[config.mk]
export PLATFORM = sky130hd
export DESIGN_NAME = mem_arbiter
export DESIGN_NICKNAME = d
export VERILOG_FILES = /design/src/rtl/mem_arbiter.sv
export SDC_FILE = /design/constraint.sdc
export NUM_CORES = 1
export LEC_CHECK = 0
export CORE_AREA = 2 2 116 118
export DETAILED_ROUTE_END_ITERATION = 8
export DIE_AREA = 0 0 118 120
export DONT_BUFFER_PORTS = 1
export SLEW_MARGIN = 20
export SYNTH_ARGS = -nofsm -noshare
export SYNTH_HDL_FRONTEND = slang
export SYNTH_SLANG_ARGS = --single-unit
[constraint.sdc]
create_clock -name clk -period 2 [get_ports clk]
set_input_delay 0.3 -clock clk [delete_from_list [all_inputs] [get_ports clk]]
set_output_delay 0.3 -clock clk [all_outputs]
set_load 0.01 [all_outputs]
[src/rtl/mem_arbiter.sv]
// Two-port memory arbiter: CPU data port (0) has priority, the loader/debug port (1)
// wins after STARVE denied cycles. Reads block arbitration for LAT cycles; writes do not.
module mem_arbiter #(
   parameter int LAT    = 2,
   parameter int STARVE = 4
) (
   input  logic        clk,
   input  logic        reset,
   input  logic        req0,
   input  logic        req1,
   input  logic        we0,
   input  logic        we1,
   input  logic [31:0] adr0,
   input  logic [31:0] adr1,
   input  logic [31:0] wdata0,
   input  logic [31:0] wdata1,
   output logic        gnt0,
   output logic        gnt1,
   output logic        stall0,
   output logic        rvalid0,
   output logic        rvalid1,
   output logic [31:0] rdata0,
   output logic [31:0] rdata1,
   output logic        mem_en,
   output logic        mem_we,
   output logic [31:0] mem_adr,
   output logic [31:0] mem_wdata,
   input  logic [31:0] mem_rdata
);

   localparam int LW = (LAT > 1) ? $clog2(LAT + 1) : 1;
   localparam int SW = (STARVE > 1) ? $clog2(STARVE + 1) : 1;

   typedef enum logic [0:0] {
      IDLE = 1'b0,
      BUSY = 1'b1
   } state_t;

   state_t          r_state;
   state_t          w_state_nxt;
   logic [LW-1:0]   r_lat_cnt;
   logic [LW-1:0]   w_lat_nxt;
   logic [SW-1:0]   r_starve_cnt;
   logic [SW-1:0]   w_starve_nxt;
   logic            r_owner;
   logic            w_owner_nxt;
   logic            w_gnt0;
   logic            w_gnt1;
   logic            w_done;
   logic            w_starved;
   logic            r_rvalid0;
   logic            r_rvalid1;
   logic [31:0]     r_rdata0;
   logic [31:0]     r_rdata1;

   assign w_starved = (r_starve_cnt == SW'(STARVE));

   // Arbitration, memory strobe muxing and next-state computation
   always_comb begin
      w_gnt0       = 1'b0;
      w_gnt1       = 1'b0;
      w_done       = 1'b0;
      mem_en       = 1'b0;
      mem_we       = 1'b0;
      mem_adr      = 32'h0000_0000;
      mem_wdata    = 32'h0000_0000;
      w_state_nxt  = r_state;
      w_lat_nxt    = r_lat_cnt;
      w_starve_nxt = r_starve_cnt;
      w_owner_nxt  = r_owner;
      case (r_state)
         IDLE: begin
            // No grant may leak out while reset is held, even though state already reads IDLE
            if (reset) begin
               if (req1 && (!req0 || w_starved)) begin
                  w_gnt1 = 1'b1;
               end else if (req0) begin
                  w_gnt0 = 1'b1;
               end else begin
                  w_gnt0 = 1'b0;
               end
            end else begin
               w_gnt0 = 1'b0;
            end

            if (w_gnt1) begin
               mem_en    = 1'b1;
               mem_we    = we1;
               mem_adr   = adr1;
               mem_wdata = wdata1;
            end else if (w_gnt0) begin
               mem_en    = 1'b1;
               mem_we    = we0;
               mem_adr   = adr0;
               mem_wdata = wdata0;
            end else begin
               mem_en    = 1'b0;
            end

            if (w_gnt1 || !req1) begin
               w_starve_nxt = {SW{1'b0}};
            end else if (!w_starved) begin
               w_starve_nxt = r_starve_cnt + SW'(1);
            end else begin
               w_starve_nxt = r_starve_cnt;
            end

            if ((w_gnt0 && !we0) || (w_gnt1 && !we1)) begin
               w_state_nxt = BUSY;
               w_lat_nxt   = LW'(LAT);
               w_owner_nxt = w_gnt1;
            end else begin
               w_state_nxt = IDLE;
            end
         end
         BUSY: begin
            w_lat_nxt = r_lat_cnt - LW'(1);
            if (r_lat_cnt == LW'(1)) begin
               w_done      = 1'b1;
               w_state_nxt = IDLE;
            end else begin
               w_state_nxt = BUSY;
            end
         end
         default: begin
            w_state_nxt = IDLE;
         end
      endcase
   end

   // FSM, counters and owner tracking
   always_ff @(posedge clk or negedge reset) begin
      if (!reset) begin
         r_state      <= IDLE;
         r_lat_cnt    <= {LW{1'b0}};
         r_starve_cnt <= {SW{1'b0}};
         r_owner      <= 1'b0;
      end else begin
         r_state      <= w_state_nxt;
         r_lat_cnt    <= w_lat_nxt;
         r_starve_cnt <= w_starve_nxt;
         r_owner      <= w_owner_nxt;
      end
   end

   // Read-return capture; only the owner's data register is touched
   always_ff @(posedge clk or negedge reset) begin
      if (!reset) begin
         r_rvalid0 <= 1'b0;
         r_rvalid1 <= 1'b0;
         r_rdata0  <= 32'h0000_0000;
         r_rdata1  <= 32'h0000_0000;
      end else begin
         r_rvalid0 <= w_done && !r_owner;
         r_rvalid1 <= w_done && r_owner;
         if (w_done && !r_owner) begin
            r_rdata0 <= mem_rdata;
         end else begin
            r_rdata0 <= r_rdata0;
         end
         if (w_done && r_owner) begin
            r_rdata1 <= mem_rdata;
         end else begin
            r_rdata1 <= r_rdata1;
         end
      end
   end

   assign gnt0    = w_gnt0;
   assign gnt1    = w_gnt1;
   assign stall0  = req0 & ~w_gnt0;
   assign rvalid0 = r_rvalid0;
   assign rvalid1 = r_rvalid1;
   assign rdata0  = r_rdata0;
   assign rdata1  = r_rdata1;

endmodule

* Yosys cells after proc, flatten, opt, wreduce, memory -nomap -nowiden
Cells that the tools add are included.
** Word-level totals
- Flip-flop bits (word level) :: 73
- Logic and storage cells :: 62
** Cells by class
- $add $sub $neg :: 2
- Equal/unequal tests :: 4
- Mux-type cells :: 30
- Bitwise operators :: 3
- Reduce and logical (&&, ||, !) cells :: 15
** Operator list (number)
- 32-bit 2-to-1 mux :: 6
- 1-bit 2-to-1 mux :: 19
- 3-bit 2-to-1 mux :: 2
- 1-bit logical AND :: 5
- 1-bit zero test :: 5
- 2-bit one-hot mux with 2 select lines :: 1
- 2-bit AND reduction :: 2
- 3-bit by 1-bit adder with 3-bit output, second input constant :: 1
- 3-bit equality test, second input constant :: 1
- 1-bit logical OR :: 3
- 2-bit by 1-bit equality test with 1-bit output, second input constant :: 1
- 2-bit 2-to-1 mux :: 1
- 2-bit by 1-bit inequality test with 1-bit output, second input constant :: 1
- 2-bit inequality test, second input constant :: 1
- 1-bit NOT :: 2
- 1-bit one-hot mux with 2 select lines :: 1
- 2-bit by 1-bit subtractor with 2-bit output, second input constant :: 1
- 1-bit bitwise AND :: 1

* Logic depth before layout (Yosys ltp)
Gate-level depths: netlist of run 1.
- Depth in word-level cells :: 10
- Depth in mapped cells :: 7

* Worst setup path after synthesis of run 1
Ideal clock, no wire load.
- Path kind :: register to output
- Start :: register r_starve_cnt[0]
- End :: output mem_adr[23]
- Arrival :: 1.517 ns
- Path slack :: 0.183 ns
- Stages on the path, launching flop included :: 8
- Cells stage by stage :: dfrtp_1 inv_1 ha_1 and3_1 nor3_2 buf_4 buf_4 a22o_1
** On the way
- Word-level cells in the longest chain between the ends :: 9
** Ends and longest elaborated chain
- from (decl) :: line 43 : logic [SW-1:0] r_starve_cnt;
- from (signal assigned) :: line 136 : r_starve_cnt <= {SW{1'b0}};
- from (signal assigned) :: line 141 : r_starve_cnt <= w_starve_nxt;
- 3-bit equality test * :: line 56 : assign w_starved = (r_starve_cnt == SW'(STARVE));
- 1-bit logical OR * :: line 75 : if (req1 && (!req0 || w_starved)) begin
- 1-bit logical AND * :: line 75
- 1-bit 2-to-1 mux :: line 75
- 1-bit 2-to-1 mux :: line 74 : if (reset) begin
- 1-bit 2-to-1 mux :: line 71 : case (r_state)
- 32-bit 2-to-1 mux :: line 91 : end else if (w_gnt0) begin
- 32-bit 2-to-1 mux * :: line 86 : if (w_gnt1) begin
- 32-bit 2-to-1 mux * :: line 71
- to (decl) :: line 26 : output logic [31:0] mem_adr,
Every way passes the cells marked *; elsewhere a longest branch is shown, timed or not. The select of a mux whose other input is x is not followed.

* Worst setup path after layout of run 1
- Start :: register r_starve_cnt[0]
- End :: output mem_adr[11]
The elaborated chain is that of the path after synthesis.

==> results of run 1 <==
metrics by stage:
step | worst slack, ns | hold slack (ns)
floorplan | 0.183 | 0.00441
global placement | 0.0664 | 0.00584
detailed placement | 0.0259 | 0.00558
CTS | -0.126 | -0.358
global route | -0.181 | -0.363
finish | -0.132 | -0.340
flip-flops by register name, summed over array words and instances, names as in the netlist:
register / count
r_lat_cnt: 2
rvalid0: 1
r_starve_cnt: 3
rdata1: 32
rvalid1: 1
rdata0: 32
r_state: 1
r_owner: 1
Yosys cell counts, types with 3 or more instances:
master and instances:
dfrtp_1 73, a22o_1 64, mux2_1 64, buf_2 10, buf_4 7, inv_1 6, nand2_1 4, a21oi_1 3
clkbuf_1 3, ha_1 3, inv_2 3
how the worst max path moves through the flow:
stage | startpoint | to | slack (ns) | cells after the start
4_1_cts | r_starve_cnt[0] | mem_adr[12] | -0.13 | 7
5_1_grt | r_starve_cnt[0] | mem_adr[10] | -0.18 | 7
3_5_place_dp | r_starve_cnt[0] | mem_adr[1] | 0.03 | 6
2_1_floorplan | r_starve_cnt[0] | mem_adr[23] | 0.18 | 7
6_report | r_starve_cnt[0] | mem_adr[11] | -0.13 | 7
3_3_place_gp | r_starve_cnt[0] | mem_adr[1] | 0.07 | 6
cell type report:
class,instances,share of cell area
clock buffer,10,0.0480
clock inverter,6,0.00855
inverter,9,0.00679
multi-input combinational,164,0.432
sequential,73,0.367
tap,176,0.0443
timing repair buffer,27,0.0935
power by group through the flow:
stage	Sequential [mW]	Clock [mW]	Combinational, mW
3_3_place_gp	3.10	0	1.33
2_1_floorplan	2.91	0	1.14
6_report	3.09	1.52	1.90
4_1_cts	3.11	1.56	1.71
5_1_grt	3.19	1.62	2.06
3_5_place_dp	3.12	0	1.41
worst reg2reg max path: cells and delay by family, from the launching register on:
kind / cells / cell delay [ns]
DFF: 1 / 0.37
and+or+nand+nor: 2 / 0.56
AOI/OAI and AO/OA: 1 / 0.24
buffers and inverters: 2 / 0.19
adders and majority gates: 1 / 0.17
repair_timing:
action / CTS / global route
setup buffers: 8 / 0
hold endpoints to repair: 73 / 73
gates cloned: 3 / 8
endpoints found under the setup margin: 66 / 66
pin swaps: 24 / 29
gates resized for setup: 57 / 28
cells by family (layout without fill, tap and decap cells):
| kind of cell | Yosys count | after routing |
|---|---|---|
| AO/OA/AOI/OAI | 78 | 78 |
| adder cells (fa/ha/maj) | 3 | 3 |
| buffers and inverters | 29 | 52 |
| flip-flops | 73 | 73 |
| multiplexers | 65 | 65 |
| AND/OR/NAND/NOR | 18 | 18 |
placed cells by master, fill, tap and decap left out, types with 2 or more instances in the layout:
master / Yosys / routed
clkinv_2: 0 / 3
nand2_2: 2 / 2
inv_1: 6 / 4
dfrtp_1: 73 / 73
buf_12: 0 / 5
a22o_4: 0 / 63
inv_2: 3 / 5
ha_1: 3 / 2
a21oi_1: 3 / 3
nor3_4: 0 / 2
buf_6: 0 / 4
nor2_1: 2 / 2
buf_4: 7 / 8
buf_16: 0 / 4
mux2_1: 64 / 64
nand2_1: 4 / 4
or3_1: 2 / 2
clkbuf_16: 0 / 15
metal layers:
| layer | up-vias | GRT usage |
|---|---|---|
| li1 | 1057 | - |
| met1 | 1287 | 0.191 |
| met2 | 159 | 0.281 |
| met3 | 24 | 0.0822 |
| met4 | 0 | 0.0580 |
| met5 | - | 0 |
==> flow_metrics.py, run 1 <==
metrics = {
    "setup_path": {
        "path_delay_family": "buffers and inverters",
        "crit_fanout": 7,
        "r2r-end": "r_owner",
        "critPathKind": "flip-flop to output port",
        "worst_r2r_path_depth": 6,
        "worstPathArrival_ns": 1.83,
        "path_buf_inv": 3,
        "required_ns": 1.70,
        "rr_startpoint": "r_starve_cnt[0]",
        "critPathCaptureType": "output port",
        "reg2reg_setup_slack_ns": 0.35,
        "crit_slowest_cell": "dfrtp_1",
        "setup.worst_path.start_class": "flip-flop",
        "cpPeakStageDelay_ns": 0.39,
        "path_cells": "inv_2, ha_4, and3_4, nor3_4, buf_6, clkbuf_16, a22o_4",
    },
    "clock_network": {
        "cts.clk_slew.worst_paths_ns": 0.06,
        "clk-insertion-delay-late_ns": 0.33,
        "cts_buffers": 9,
        "root_buffer": "clkbuf_16",
        "cts_buffer_depth": 2,
        "numClockSinks": 73,
        "cts_tree": "done",
        "htree_levels": 3,
    },
    "sta": {
        "finalHoldViolations": 73,
        "finalSetupTns_ns": -7.39,
        "skew_ns": 0.00248,
        "drv_slew": 0,
        "worst_pin_slew_ns": 0.363,
        "hold-worst-slack_ns": -0.340,
        "fmax_mhz": 469,
        "period_share": 1.07,
        "setup_viol_count_final": 66,
        "slew_headroom": 0.755,
        "period_minus_slack_ns": 2.13,
        "timing.final.ws_setup_ns": -0.132,
        "rsz0062_at_grt": "yes",
    },
    "global_route": {
        "grt_pass1_vias": 2669,
        "antenna_found_initial": 0,
        "grt_usage": 0.169,
        "grt_overflow": 0,
        "grt_first_pass_wirelength_mm": 17.5,
        "grt_max_degree": 78,
    },
    "route": {
        "via_per_inst": 5.43,
        "wl_met3_mm": 1.33,
        "wl_per_cell_um": 29.1,
        "drt-initial-drc-count": 129,
        "met1_length_mm": 4.90,
        "dr.pass1.iters": 4,
        "wl_mm": 13.5,
        "wl_met2_mm": 6.88,
        "routed.top_layer": "met4",
        "ant_nets": 0,
        "drc": 0,
        "vias": 2527,
    },
    "final_layout": {
        "nNetsFinal": 453,
        "nFillCells": 1232,
        "final_core_util": 0.383,
        "drive_above_1_share": 0.419,
        "regArea_um2": 1830,
        "area.growth.synth_to_final_pct": 41.2,
        "multi_input_area_um2": 2150,
        "antennaDiodeCount": 0,
        "instances_no_fill": 465,
        "stdcell_area_um2": 4980,
    },
    "synth": {
        "synth_top_family_by_area": "multiplexers",
        "ys_ff_latch": 73,
        "yosysWarnings": 0,
        "ys_types": 32,
        "synth_area_per_cell_um2": 13.2,
        "synthSimpleGateAreaFrac": 0.0305,
        "synthFlopType": "dfrtp_1",
        "yosys-top-cells-area": "dfrtp_1 (52%), mux2_1 (20%), a22o_1 (16%), buf_4 (1.5%), buf_2 (1.4%)",
        "syn_inst": 266,
        "synth_edf_count": 0,
        "synth_mux_area_frac": 0.207,
        "syn_nets": 435,
        "synth_compound_area_frac": 0.191,
        "yosys.area.top_type_share": 0.518,
        "yosys.area_share.adder": 0.0107,
        "synthArstFlopShare": 1.00,
        "synthXorXnorAreaFrac": 0,
        "yosysTopAreaCell": "dfrtp_1",
        "yosysSeqAreaShare": 0.518,
        "syn_area_um2": 3520,
    },
    "placed_design": {
        "dp.cells": 430,
        "numPortBuffers": 0,
        "gp_congestion": 0.784,
        "hpwlAfterDp_mm": 9.07,
        "place_area_um2": 3750,
    },
    "power_and_ir_drop": {
        "p_per_area_nw_per_um2": 1310,
        "power.internal_mw": 4.15,
        "power_frac_seq": 0.475,
        "p_clk_frac": 0.233,
        "comb_power_share": 0.292,
        "report.power.total_mw": 6.51,
        "vdd_ir_drop_max_mv": 0.954,
        "switchingPower_mw": 2.36,
        "swShare": 0.362,
        "leakage_nw": 2.23,
    },
    "die": {
        "initial_utilization": 0.271,
        "io_pins": 301,
        "rows": 42,
        "die_y_um": 120,
        "die_area_um2": 14200,
        "die_w_um": 118,
        "core_region_area_um2": 13000,
    },
    "min_path": {
        "min_path_type": "input pin to async pin",
    },
    "run_status": {
        "status": "complete, but fails checks",
        "violations": "hold timing, setup timing",
    },
    "run": {
        "max_cap_viol_count": 0,
    },
}
No activity file was read; power rests on OpenSTA's default activity.
==> run 2, diff against run 1 <==
- clock period: 2 -> 2.6 ns (I/O delays scaled with it)
==> run 2 against run 1 <==
The flow now finishes without violations. Design area shrank 19%. Worst hold slack gained 0.53 ns. Worst setup slack gained 0.25 ns.
==> flow_metrics.py, run 2 (synthesis gave the netlist of run 1 again) <==
metrics = {
    "die": {
        "initial_utilization": 0.271,
        "die_y_um": 120,
        "die_area_um2": 14200,
        "die_w_um": 118,
        "rows": 42,
        "io_pins": 301,
        "core_region_area_um2": 13000,
    },
    "setup_path": {
        "worstPathArrival_ns": 2.10,
        "path_cells": "inv_1, ha_1, and3_1, nor3_4, buf_12, a22o_1",
        "reg2reg_setup_slack_ns": 0.78,
        "crit_fanout": 66,
        "critPathKind": "flip-flop to output port",
        "path_delay_family": "simple AND/OR/NAND/NOR gates",
        "worst_r2r_path_depth": 5,
        "path_buf_inv": 2,
        "cpPeakStageDelay_ns": 0.35,
        "crit_slowest_cell": "dfrtp_1",
        "r2r-end": "rdata0[11]",
        "rr_startpoint": "r_lat_cnt[0]",
        "setup.worst_path.start_class": "flip-flop",
        "required_ns": 2.21,
        "crit_start": "r_starve_cnt[0]",
        "critPathCaptureType": "output port",
    },
    "clock_network": {
        "root_buffer": "clkbuf_16",
        "cts.clk_slew.worst_paths_ns": 0.06,
        "cts_buffer_depth": 2,
        "cts-hold-fix-buffers": 2,
        "cts_buffers": 9,
        "clk-insertion-delay-late_ns": 0.33,
        "cts_setup_buffers": 0,
        "cts_tree": "done",
        "numClockSinks": 73,
        "cts_resized": 0,
        "htree_levels": 3,
    },
    "power_and_ir_drop": {
        "comb_power_share": 0.223,
        "vdd_ir_drop_max_mv": 0.723,
        "power_frac_seq": 0.504,
        "report.power.total_mw": 4.72,
        "swShare": 0.355,
        "leakage_nw": 1.68,
        "p_per_area_nw_per_um2": 1160,
        "p_clk_frac": 0.273,
        "power.internal_mw": 3.04,
        "switchingPower_mw": 1.68,
    },
    "global_route": {
        "use_met2": 0.245,
        "grt_first_pass_wirelength_mm": 15.8,
        "use_met3": 0.0770,
        "grtUsageMet1": 0.177,
        "grt_usage": 0.154,
        "grt-busiest-layer": "met2",
        "grt_max_degree": 74,
        "grt_overflow": 0,
        "grt_pass1_vias": 2477,
        "antenna_found_initial": 0,
    },
    "route": {
        "wl_per_cell_um": 25.8,
        "drc": 0,
        "via_per_inst": 5.53,
        "wl_mm": 11.5,
        "dr.pass1.iters": 4,
        "drt-initial-drc-count": 146,
        "ant_nets": 0,
        "vias": 2455,
    },
    "sta": {
        "fmax_mhz": 402,
        "period_share": 0.956,
        "slew_headroom": 0.660,
        "finalSetupTns_ns": 0,
        "period_minus_slack_ns": 2.49,
        "setup_viol_count_final": 0,
        "skew_ns": 0.00560,
        "hold-worst-slack_ns": 0.188,
        "rsz0062_at_grt": "no",
        "drv_slew": 0,
        "finalHoldViolations": 0,
        "worst_pin_slew_ns": 0.511,
    },
    "final_layout": {
        "drive_above_1_share": 0.108,
        "final_common_cell": "dfrtp_1",
        "instances_no_fill": 444,
        "antennaDiodeCount": 0,
        "nNetsFinal": 432,
        "area.growth.synth_to_final_pct": 15.0,
        "final_cell_mix": "dfrtp_1 (73), a22o_1 (64), mux2_1 (64), clkbuf_16 (9), inv_1 (6)",
    },
    "min_path": {
        "holdPathStages": 1,
        "min_path_type": "input pin to flip-flop",
        "min_to": "rdata0[31]",
        "hold_start": "mem_rdata[31]",
    },
    "run": {
        "max_cap_viol_count": 0,
    },
    "run_status": {
        "status": "finished clean",
    },
    "placed_design": {
        "dp.cells": 426,
        "numPortBuffers": 0,
        "hpwlAfterDp_mm": 8.99,
        "gp_congestion": 0.799,
    },
}
[run 2: layout make-up]
| class | count | area (um2) |
|---|---|---|
| flip-flops and latches | 73 | 1830 |
| repair buffers | 6 | 92.6 |
| clock inverters | 3 | 47.5 |
| multi-input cells | 164 | 1560 |
| fillers | 1297 | 8930 |
| clock buffers | 13 | 270 |
| inverters | 9 | 33.8 |
| well taps | 176 | 220 |
[run 2: routing by layer]
metal,vias up,share of wire
li1,1008,-
met1,1257,0.38
met2,173,0.48
met3,17,0.11
met4,0,0.028
met5,-,0
[run 2: how the worst max path moves through the flow]
stage	end	slack, ns	cells past startpoint
global placement	mem_wdata[18]	0.54	6
CTS	mem_wdata[18]	0.13	6
detailed placement	mem_wdata[18]	0.49	6
global route	mem_wdata[7]	0.04	6
finish	mem_wdata[18]	0.11	6
floorplan	mem_adr[23]	0.69	7
[run 2: stage by stage]
step,worst slack (ns),util,cell area [um2]
finish,0.114,0.312,4050
global route,0.0447,0.312,4050
CTS,0.126,0.312,4050
detailed placement,0.494,0.285,3700
global placement,0.542,0.285,3700
floorplan,0.693,-,3520
[run 2: power groups by stage]
stage / sequential, mW / clock (mW) / combinational (mW)
after floorplan: 2.24 / 0 / 0.880
after global placement: 2.39 / 0 / 0.986
after detailed placement: 2.40 / 0 / 1.04
after CTS: 2.39 / 1.34 / 1.07
after global routing: 2.45 / 1.39 / 1.17
final: 2.38 / 1.29 / 1.05
